`config.mk`:
```
export PLATFORM = sky130hd
export DESIGN_NAME = mario_event_gen
export DESIGN_NICKNAME = d
export VERILOG_FILES = /design/src/rtl/mario_pkg.sv /design/src/rtl/tick_down_counter.sv /design/src/rtl/mario_event_gen.sv
export SDC_FILE = /design/constraint.sdc
export NUM_CORES = 1
export LEC_CHECK = 0
export BUFFER_PORTS_ARGS = -buffer_cell sky130_fd_sc_hd__buf_4
export CAP_MARGIN = 20
export CORE_MARGIN = 2
export CORE_UTILIZATION = 55
export CTS_BUF_LIST = sky130_fd_sc_hd__clkbuf_8
export DETAILED_ROUTE_END_ITERATION = 6
export PLACE_DENSITY = 0.81
export SLEW_MARGIN = 30
export SYNTH_ARGS = -nofsm -noshare
export SYNTH_HDL_FRONTEND = slang
export SYNTH_SLANG_ARGS = --single-unit
```
`constraint.sdc`:
```
create_clock -name clk -period 2.7 [get_ports clk]
set_input_delay 0.54 -clock clk [delete_from_list [all_inputs] [get_ports clk]]
set_output_delay 0.54 -clock clk [all_outputs]
set_load 0.02 [all_outputs]
```
`src/rtl/mario_pkg.sv`:
```
`default_nettype none
// ============================================================================
//  Module      : mario_pkg
//  Description : Shared definitions between mario_event_gen and state_fsm:
//                the game-state encoding, its typedef and the default
//                per-level constants.
//  Revision    : 1.0 - initial release
// ============================================================================
package mario_pkg;

  // Game state as driven by state_fsm.
  typedef logic [1:0] game_state_t;

  localparam game_state_t ST_IDLE = 2'b00;
  localparam game_state_t ST_PLAY = 2'b01;
  localparam game_state_t ST_OVER = 2'b10;
  localparam game_state_t ST_WIN  = 2'b11;

  // Default per-level settings.
  localparam int DEF_LIVES_INIT   = 3;
  localparam int DEF_TIME_W       = 9;
  localparam int DEF_TIME_INIT    = 300;
  localparam int DEF_INVULN_TICKS = 60;

  // True while the game is actively being played.
  function automatic logic is_play(input game_state_t s);
    return (s == ST_PLAY);
  endfunction

endpackage
`default_nettype wire

```
`src/rtl/tick_down_counter.sv`:
```
`default_nettype none
// ============================================================================
//  Module      : tick_down_counter
//  Description : Loadable, tick-enabled, saturating down-counter. The zero
//                flag is registered alongside the value so that both leave
//                the block straight from flops.
//  Ports       : clk        - system clock
//                rst        - synchronous active-high reset (to RESET_VAL)
//                load       - load load_value this cycle (beats tick)
//                load_value - value to load
//                tick       - decrement by one, sticking at zero
//                value      - current count
//                zero       - high while value == 0
//  Revision    : 1.0 - initial release
// ============================================================================
module tick_down_counter #(
  parameter int               WIDTH     = 8,
  parameter logic [WIDTH-1:0] RESET_VAL = '0
) (
  input  logic             clk,
  input  logic             rst,
  input  logic             load,
  input  logic [WIDTH-1:0] load_value,
  input  logic             tick,
  output logic [WIDTH-1:0] value,
  output logic             zero
);

  logic [WIDTH-1:0] value_q;
  logic [WIDTH-1:0] value_d;
  logic             zero_q;
  logic             zero_d;

  always_comb begin
    value_d = value_q;
    if (load) begin
      value_d = load_value;
    end else if (tick && (value_q != '0)) begin
      value_d = value_q - WIDTH'(1);
    end
    zero_d = (value_d == '0);
  end

  always_ff @(posedge clk) begin
    if (rst) begin
      value_q <= RESET_VAL;
      zero_q  <= (RESET_VAL == '0);
    end else begin
      value_q <= value_d;
      zero_q  <= zero_d;
    end
  end

  assign value = value_q;
  assign zero  = zero_q;

endmodule
`default_nettype wire

```
`src/rtl/mario_event_gen.sv`:
```
`default_nettype none
// ============================================================================
//  Module      : mario_event_gen
//  Description : Turns raw play-field events (enemy contact, pit fall, flag
//                reached, frame tick) into the sticky over/success levels
//                consumed by state_fsm. Owns the lives counter, the level
//                countdown timer and post-hit invulnerability.
//  Config      : MARIO_EVENT_TIMER_EN - when defined the countdown timer is
//                built and a timeout loses the level; otherwise time_left is
//                tied to 0 and tick only drives invulnerability.
//  Ports       : clk       - system clock
//                rst       - synchronous active-high reset
//                state     - current state_fsm state (mario_pkg encoding)
//                tick      - one-cycle pulse per frame
//                hit       - enemy contact level (rising edge counts)
//                fall      - player below screen
//                goal      - flag reached
//                over      - sticky: level lost
//                success   - sticky: level won
//                lives     - remaining lives
//                time_left - remaining timer ticks
//                invuln    - high while hits are ignored
//  Revision    : 1.0 - initial release
// ============================================================================
module mario_event_gen
  import mario_pkg::*;
#(
  parameter int LIVES_INIT   = DEF_LIVES_INIT,
  parameter int TIME_W       = DEF_TIME_W,
  parameter int TIME_INIT    = DEF_TIME_INIT,
  parameter int INVULN_TICKS = DEF_INVULN_TICKS
) (
  input  logic              clk,
  input  logic              rst,
  input  game_state_t       state,
  input  logic              tick,
  input  logic              hit,
  input  logic              fall,
  input  logic              goal,
  output logic              over,
  output logic              success,
  output logic [1:0]        lives,
  output logic [TIME_W-1:0] time_left,
  output logic              invuln
);

  // Internal FSM encoding.
  localparam logic [1:0] C_FSM_ARMED = 2'd0;
  localparam logic [1:0] C_FSM_RUN   = 2'd1;
  localparam logic [1:0] C_FSM_LOST  = 2'd2;
  localparam logic [1:0] C_FSM_WON   = 2'd3;

  localparam logic [1:0]        C_LIVES_LOAD  = 2'(LIVES_INIT);
  localparam logic [TIME_W-1:0] C_TIME_LOAD   = TIME_W'(TIME_INIT);
  localparam logic [7:0]        C_INVULN_LOAD = 8'(INVULN_TICKS);

  logic [1:0] fsm_q;
  logic [1:0] fsm_d;
  logic       hit_q;
  logic       hit_d;
  logic       over_q;
  logic       over_d;
  logic       success_q;
  logic       success_d;
  logic [1:0] lives_q;
  logic [1:0] lives_d;

  logic       w_play;
  logic       w_hit_edge;
  logic       w_in_run;
  logic       w_live_hit;
  logic       w_fatal_hit;
  logic       w_run_active;
  logic       w_take_hit;
  logic       w_run_tick;
  logic       w_timeout;
  logic       w_reload;
  logic [7:0] w_inv_value;
  logic       w_inv_zero;
  logic       w_timer_unused;
  logic       w_unused;

  // --------------------------------------------------------------------------
  // Event qualification
  // --------------------------------------------------------------------------
  assign w_play     = is_play(state);
  assign w_hit_edge = hit & ~hit_q;

  // RUN with the game still in PLAY; leaving PLAY means an external restart,
  // which overrides every event in that cycle.
  assign w_in_run = (fsm_q == C_FSM_RUN) & w_play;

  // A hit only counts when neither goal nor fall outranks it and the player
  // is not shielded. Shielded edges are simply dropped.
  assign w_live_hit  = w_in_run & ~goal & ~fall & w_hit_edge & ~invuln;
  assign w_fatal_hit = w_live_hit & (lives_q == 2'd1);

  // Lower-priority work (non-fatal hit, tick) happens only when no
  // level-ending event won this cycle.
  assign w_run_active = w_in_run & ~goal & ~fall & ~w_fatal_hit;
  assign w_take_hit   = w_run_active & w_live_hit;
  assign w_run_tick   = w_run_active & tick;

  // Any cycle that lands in ARMED reloads the per-level state, so the
  // cleared values are visible the cycle after IDLE/restart is seen.
  assign w_reload = (fsm_d == C_FSM_ARMED);

  // --------------------------------------------------------------------------
  // Countdown timer
  // --------------------------------------------------------------------------
`ifdef MARIO_EVENT_TIMER_EN
  logic [TIME_W-1:0] w_time_value;
  logic              w_time_zero;

  tick_down_counter #(
    .WIDTH     (TIME_W),
    .RESET_VAL (C_TIME_LOAD)
  ) u_timer (
    .clk        (clk),
    .rst        (rst),
    .load       (w_reload),
    .load_value (C_TIME_LOAD),
    .tick       (w_run_tick),
    .value      (w_time_value),
    .zero       (w_time_zero)
  );

  // The tick that takes the timer from 1 to 0 is the timeout.
  assign w_timeout      = w_run_tick & (w_time_value == TIME_W'(1));
  assign time_left      = w_time_value;
  assign w_timer_unused = w_time_zero;
`else
  assign w_timeout      = 1'b0;
  assign time_left      = '0;
  assign w_timer_unused = |C_TIME_LOAD;
`endif

  // --------------------------------------------------------------------------
  // Invulnerability counter: loaded on a non-fatal hit, run down by ticks.
  // The load beats a same-cycle tick so the full window always applies.
  // --------------------------------------------------------------------------
  tick_down_counter #(
    .WIDTH     (8),
    .RESET_VAL (8'd0)
  ) u_invuln (
    .clk        (clk),
    .rst        (rst),
    .load       (w_reload | w_take_hit),
    .load_value (w_take_hit ? C_INVULN_LOAD : 8'd0),
    .tick       (w_run_tick),
    .value      (w_inv_value),
    .zero       (w_inv_zero)
  );

  assign w_unused = ^{w_inv_value, w_timer_unused};

  // --------------------------------------------------------------------------
  // State register
  // --------------------------------------------------------------------------
  always_ff @(posedge clk) begin
    if (rst) begin
      fsm_q     <= C_FSM_ARMED;
      hit_q     <= 1'b0;
      over_q    <= 1'b0;
      success_q <= 1'b0;
      lives_q   <= C_LIVES_LOAD;
    end else begin
      fsm_q     <= fsm_d;
      hit_q     <= hit_d;
      over_q    <= over_d;
      success_q <= success_d;
      lives_q   <= lives_d;
    end
  end

  // --------------------------------------------------------------------------
  // Next-state logic
  // --------------------------------------------------------------------------
  always_comb begin
    fsm_d = fsm_q;
    case (fsm_q)
      C_FSM_ARMED: begin
        if (w_play) begin
          fsm_d = C_FSM_RUN;
        end
      end
      C_FSM_RUN: begin
        if (!w_play) begin
          fsm_d = C_FSM_ARMED;
        end else if (goal) begin
          fsm_d = C_FSM_WON;
        end else if (fall || w_fatal_hit || w_timeout) begin
          fsm_d = C_FSM_LOST;
        end
      end
      C_FSM_LOST, C_FSM_WON: begin
        if (state == ST_IDLE) begin
          fsm_d = C_FSM_ARMED;
        end
      end
      default: fsm_d = C_FSM_ARMED;
    endcase
  end

  // --------------------------------------------------------------------------
  // Output / datapath logic
  // --------------------------------------------------------------------------
  always_comb begin
    hit_d     = hit;
    over_d    = over_q;
    success_d = success_q;
    lives_d   = lives_q;
    if (w_reload) begin
      over_d    = 1'b0;
      success_d = 1'b0;
      lives_d   = C_LIVES_LOAD;
    end else if (w_in_run) begin
      // goal is checked first so success and over can never both rise.
      if (goal) begin
        success_d = 1'b1;
      end else if (fall || w_fatal_hit || w_timeout) begin
        over_d = 1'b1;
      end
      // lives_q is at least 1 in RUN, so this never wraps.
      if (w_live_hit) begin
        lives_d = lives_q - 2'd1;
      end
    end
  end

  assign over    = over_q;
  assign success = success_q;
  assign lives   = lives_q;
  assign invuln  = ~w_inv_zero;

endmodule
`default_nettype wire

```
==> run summary <==
Post-Synthesis Cell Area: 952 um2
Post-Synth Adder-Cell Area: 3.94%
Max cap viols: 0
Cell Rows: 15
Crit-path cells: inv_1, ha_1, nor3b_1, a211oi_4, nand2_2, or4_4, a21oi_4, nor4_2
Most numerous cell in the Yosys netlist: dfxtp_1
Io pins: 22
Status: completed
Clock slew at reported path FFs: 60 ps
Synth warn: 0
Prevailing post-synth register cell: dfxtp_1
Cell Pwr Density: 431 nW/um2
Simple-gate portion of the synthesized area: 26.3%
Initial Util: 57.0%
CP startpoint kind: register
CP Data Arrival Time: 2450 ps
RSZ-0062 raised after global routing: false
# diodes: 0
Asr flop ratio synth: 0%
Setup TNS: 0 ps
Sequential area share after synthesis: 33.6%
Total Routing Usage GR: 20.9%
Setup crit end kind: register
Slowest stage cell, crit path: or4_4
CP startpoint: u_invuln.value[0]$_SDFF_PP0_
VDD IR max: 254 uV
Die ar.: 2080 um2
Largest family of logic cells by synthesized area: simple AND/OR/NAND/NOR gates
Vias in the first global route: 710
CTS Buffer Depth: 2
Fin. max-slew vios: 0
Residual DRC: 0
Vias: 819
DR iter-0 viols: 25
Top fanout value on the critical path: 8
CTS resizes: 0
Hold Violations, Final: 0
Post-route insts no fill: 142
Pre-CTS setup slack: 314 ps
Pre-antenna DRT Iters: 4
Post-DP HPWL: 1500 um
CTS tree: done
Leakage power: 0.410 nW
Max stage delay on crit path: 520 ps
Port Buffers: 12
Critical R2R Launch: u_invuln.value[0]$_SDFF_PP0_
Slew @ Worst Pin: 565 ps
GP Congestion: 0.874
Compound-Gate Fraction of Synth Area: 17.6%
Most frequent cells after synthesis: dfxtp_1, nor2_1, buf_4
Hold-fix buffers, CTS: 0
WP buf/inv: 1
WHS Path Cells: 2
Share of layout cells above drive strength 1: 18.4%
Largest net degree at the start of global routing: 9
Setup-failing EPs final: 0
Critical Path RT: 2830 ps
Die extent in x: 45.6 um
Htree depth: 1
Largest delay share family, worst path: simple AND/OR/NAND/NOR gates
R2R depth: 8
Die height: 45.6 um
Min cycle time layout: 2320 ps
Post-synth EDFFs: 0
Max Clock Skew: 1.27 ps
Cell total after placement: 139
Synthesized flop and latch total: 16
Synth-to-layout area growth: 12.4%
Critical Path Stages: 8
DRT antenna net count: 0
Top cells by area, synth: dfxtp_1, buf_4, xor2_1
Mux contribution to synthesized area: 0%
Yosys top cell by area: dfxtp_1
CTS Buf Count: 3
Hold Path Class: register to register
Total chip power: 0.461 mW
Mean post-synth cell area: 8.58 um2
Fmax: 0.431 GHz
Synth unique cells: 38
Core area: 1670 um2
Slew margin rel.: 62.0%
Via density: 5.77
Wire length per cell: 13.4 um
CTS root buf: clkbuf_8
Global route overflow: 0
Worst skew pair latency: 250 ps
Initial antenna violation count: 0
Post-synth top area share: 33.6%
Final WS setup: 380 ps
CTS Sinks: 16
Nets: 138
Final WL: 1910 um
XOR/XNOR share of the synthesized area: 7.36%
Gate Count Post-Synth: 111
Setup Buffers After CTS: 0
FF-to-FF setup slack: 380 ps
Hold Path Origin: over$_SDFFE_PP0P_
First-pass GRT wire length: 3080 um
Tcrit/Tclk final: 85.9%
Setup CP Type: register to register
cell families (layout without fill, tap and decap cells):
| family | Yosys count | in the layout |
|---|---|---|
| buffers and inverters | 18 | 24 |
| flip-flops | 16 | 16 |
| XOR/XNOR | 8 | 8 |
| AO/OA/AOI/OAI | 21 | 21 |
| AND/OR/NAND/NOR | 44 | 44 |
| other | 1 | 9 |
| adder cells (fa/ha/maj) | 3 | 3 |
state kept, by name, summed over array words and instances, names as in the netlist:
| name | cells |
|---|---|
| fsm_q | 2 |
| hit_q | 1 |
| lives | 2 |
| over | 1 |
| success | 1 |
| u_invuln.value | 8 |
| u_invuln.zero | 1 |
final cells by class:
| cell class | count | area [um2] |
|---|---|---|
| clock buffers | 3 | 41.3 |
| flip-flops and latches | 16 | 320 |
| inverters | 8 | 30.0 |
| fillers | 152 | 601 |
| multi-input cells | 85 | 559 |
| repair buffers | 13 | 97.6 |
| well taps | 17 | 21.3 |
where the power goes:
part	internal (mW)	total [mW]	leakage [nW]	switching, mW
Combinational	0.0161	0.0459	0.259	0.0298
Sequential	0.239	0.241	0.130	0.00228
Clock	0.0988	0.175	0.0216	0.0758
Total	0.354	0.461	0.410	0.108
through the flow:
step / hold slack [ps] / instance area (um2) / utilization (%)
floorplan: 515 / 982 / -
global placement: 456 / 1030 / 61.6
detailed placement: 459 / 1030 / 61.6
CTS: 479 / 1070 / 64.0
global route: 509 / 1070 / 64.0
finish: 476 / 1070 / 64.0
worst min-delay path, stage by stage, from the launching register on:
cell	delay (ps)
dfxtp_1	330
a21oi_1	40
nor2_1	70
path summary, 6_finish.rpt:
kind / to
max: u_invuln.zero$_SDFF_PP1_
min: over$_SDFFE_PP0P_
max reg2reg: u_invuln.zero$_SDFF_PP1_
min reg2reg: over$_SDFFE_PP0P_
per-layer routing:
layer / wire length [um] / track usage [%] / share of wire [%] / vias to the layer above
met1: 849 / 26.9 / 45 / 386
met2: 941 / 32.4 / 49 / 24
li1: - / - / - / 404
met5: 0 / 0 / 0 / -
met3: 69 / 3.57 / 3.6 / 5
met4: 46 / 12.4 / 2.4 / 0
cell usage in the layout (no fill, tap or decap), types with 2 or more instances in the layout:
cell type and n:
a21oi_1 5, a31oi_1 2, buf_4 13, clkbuf_8 3
conb_1 9, dfxtp_1 16, ha_1 3, inv_1 8
nand2_1 7, nand2b_1 2, nand3_1 2, nand3b_1 2
nand4_1 3, nor2_1 11, nor3_1 3, nor4_1 4
nor4b_1 2, o21ai_0 2, o21ai_1 3, xnor2_1 3
xor2_1 5
(Power assumes the default switching activity.)
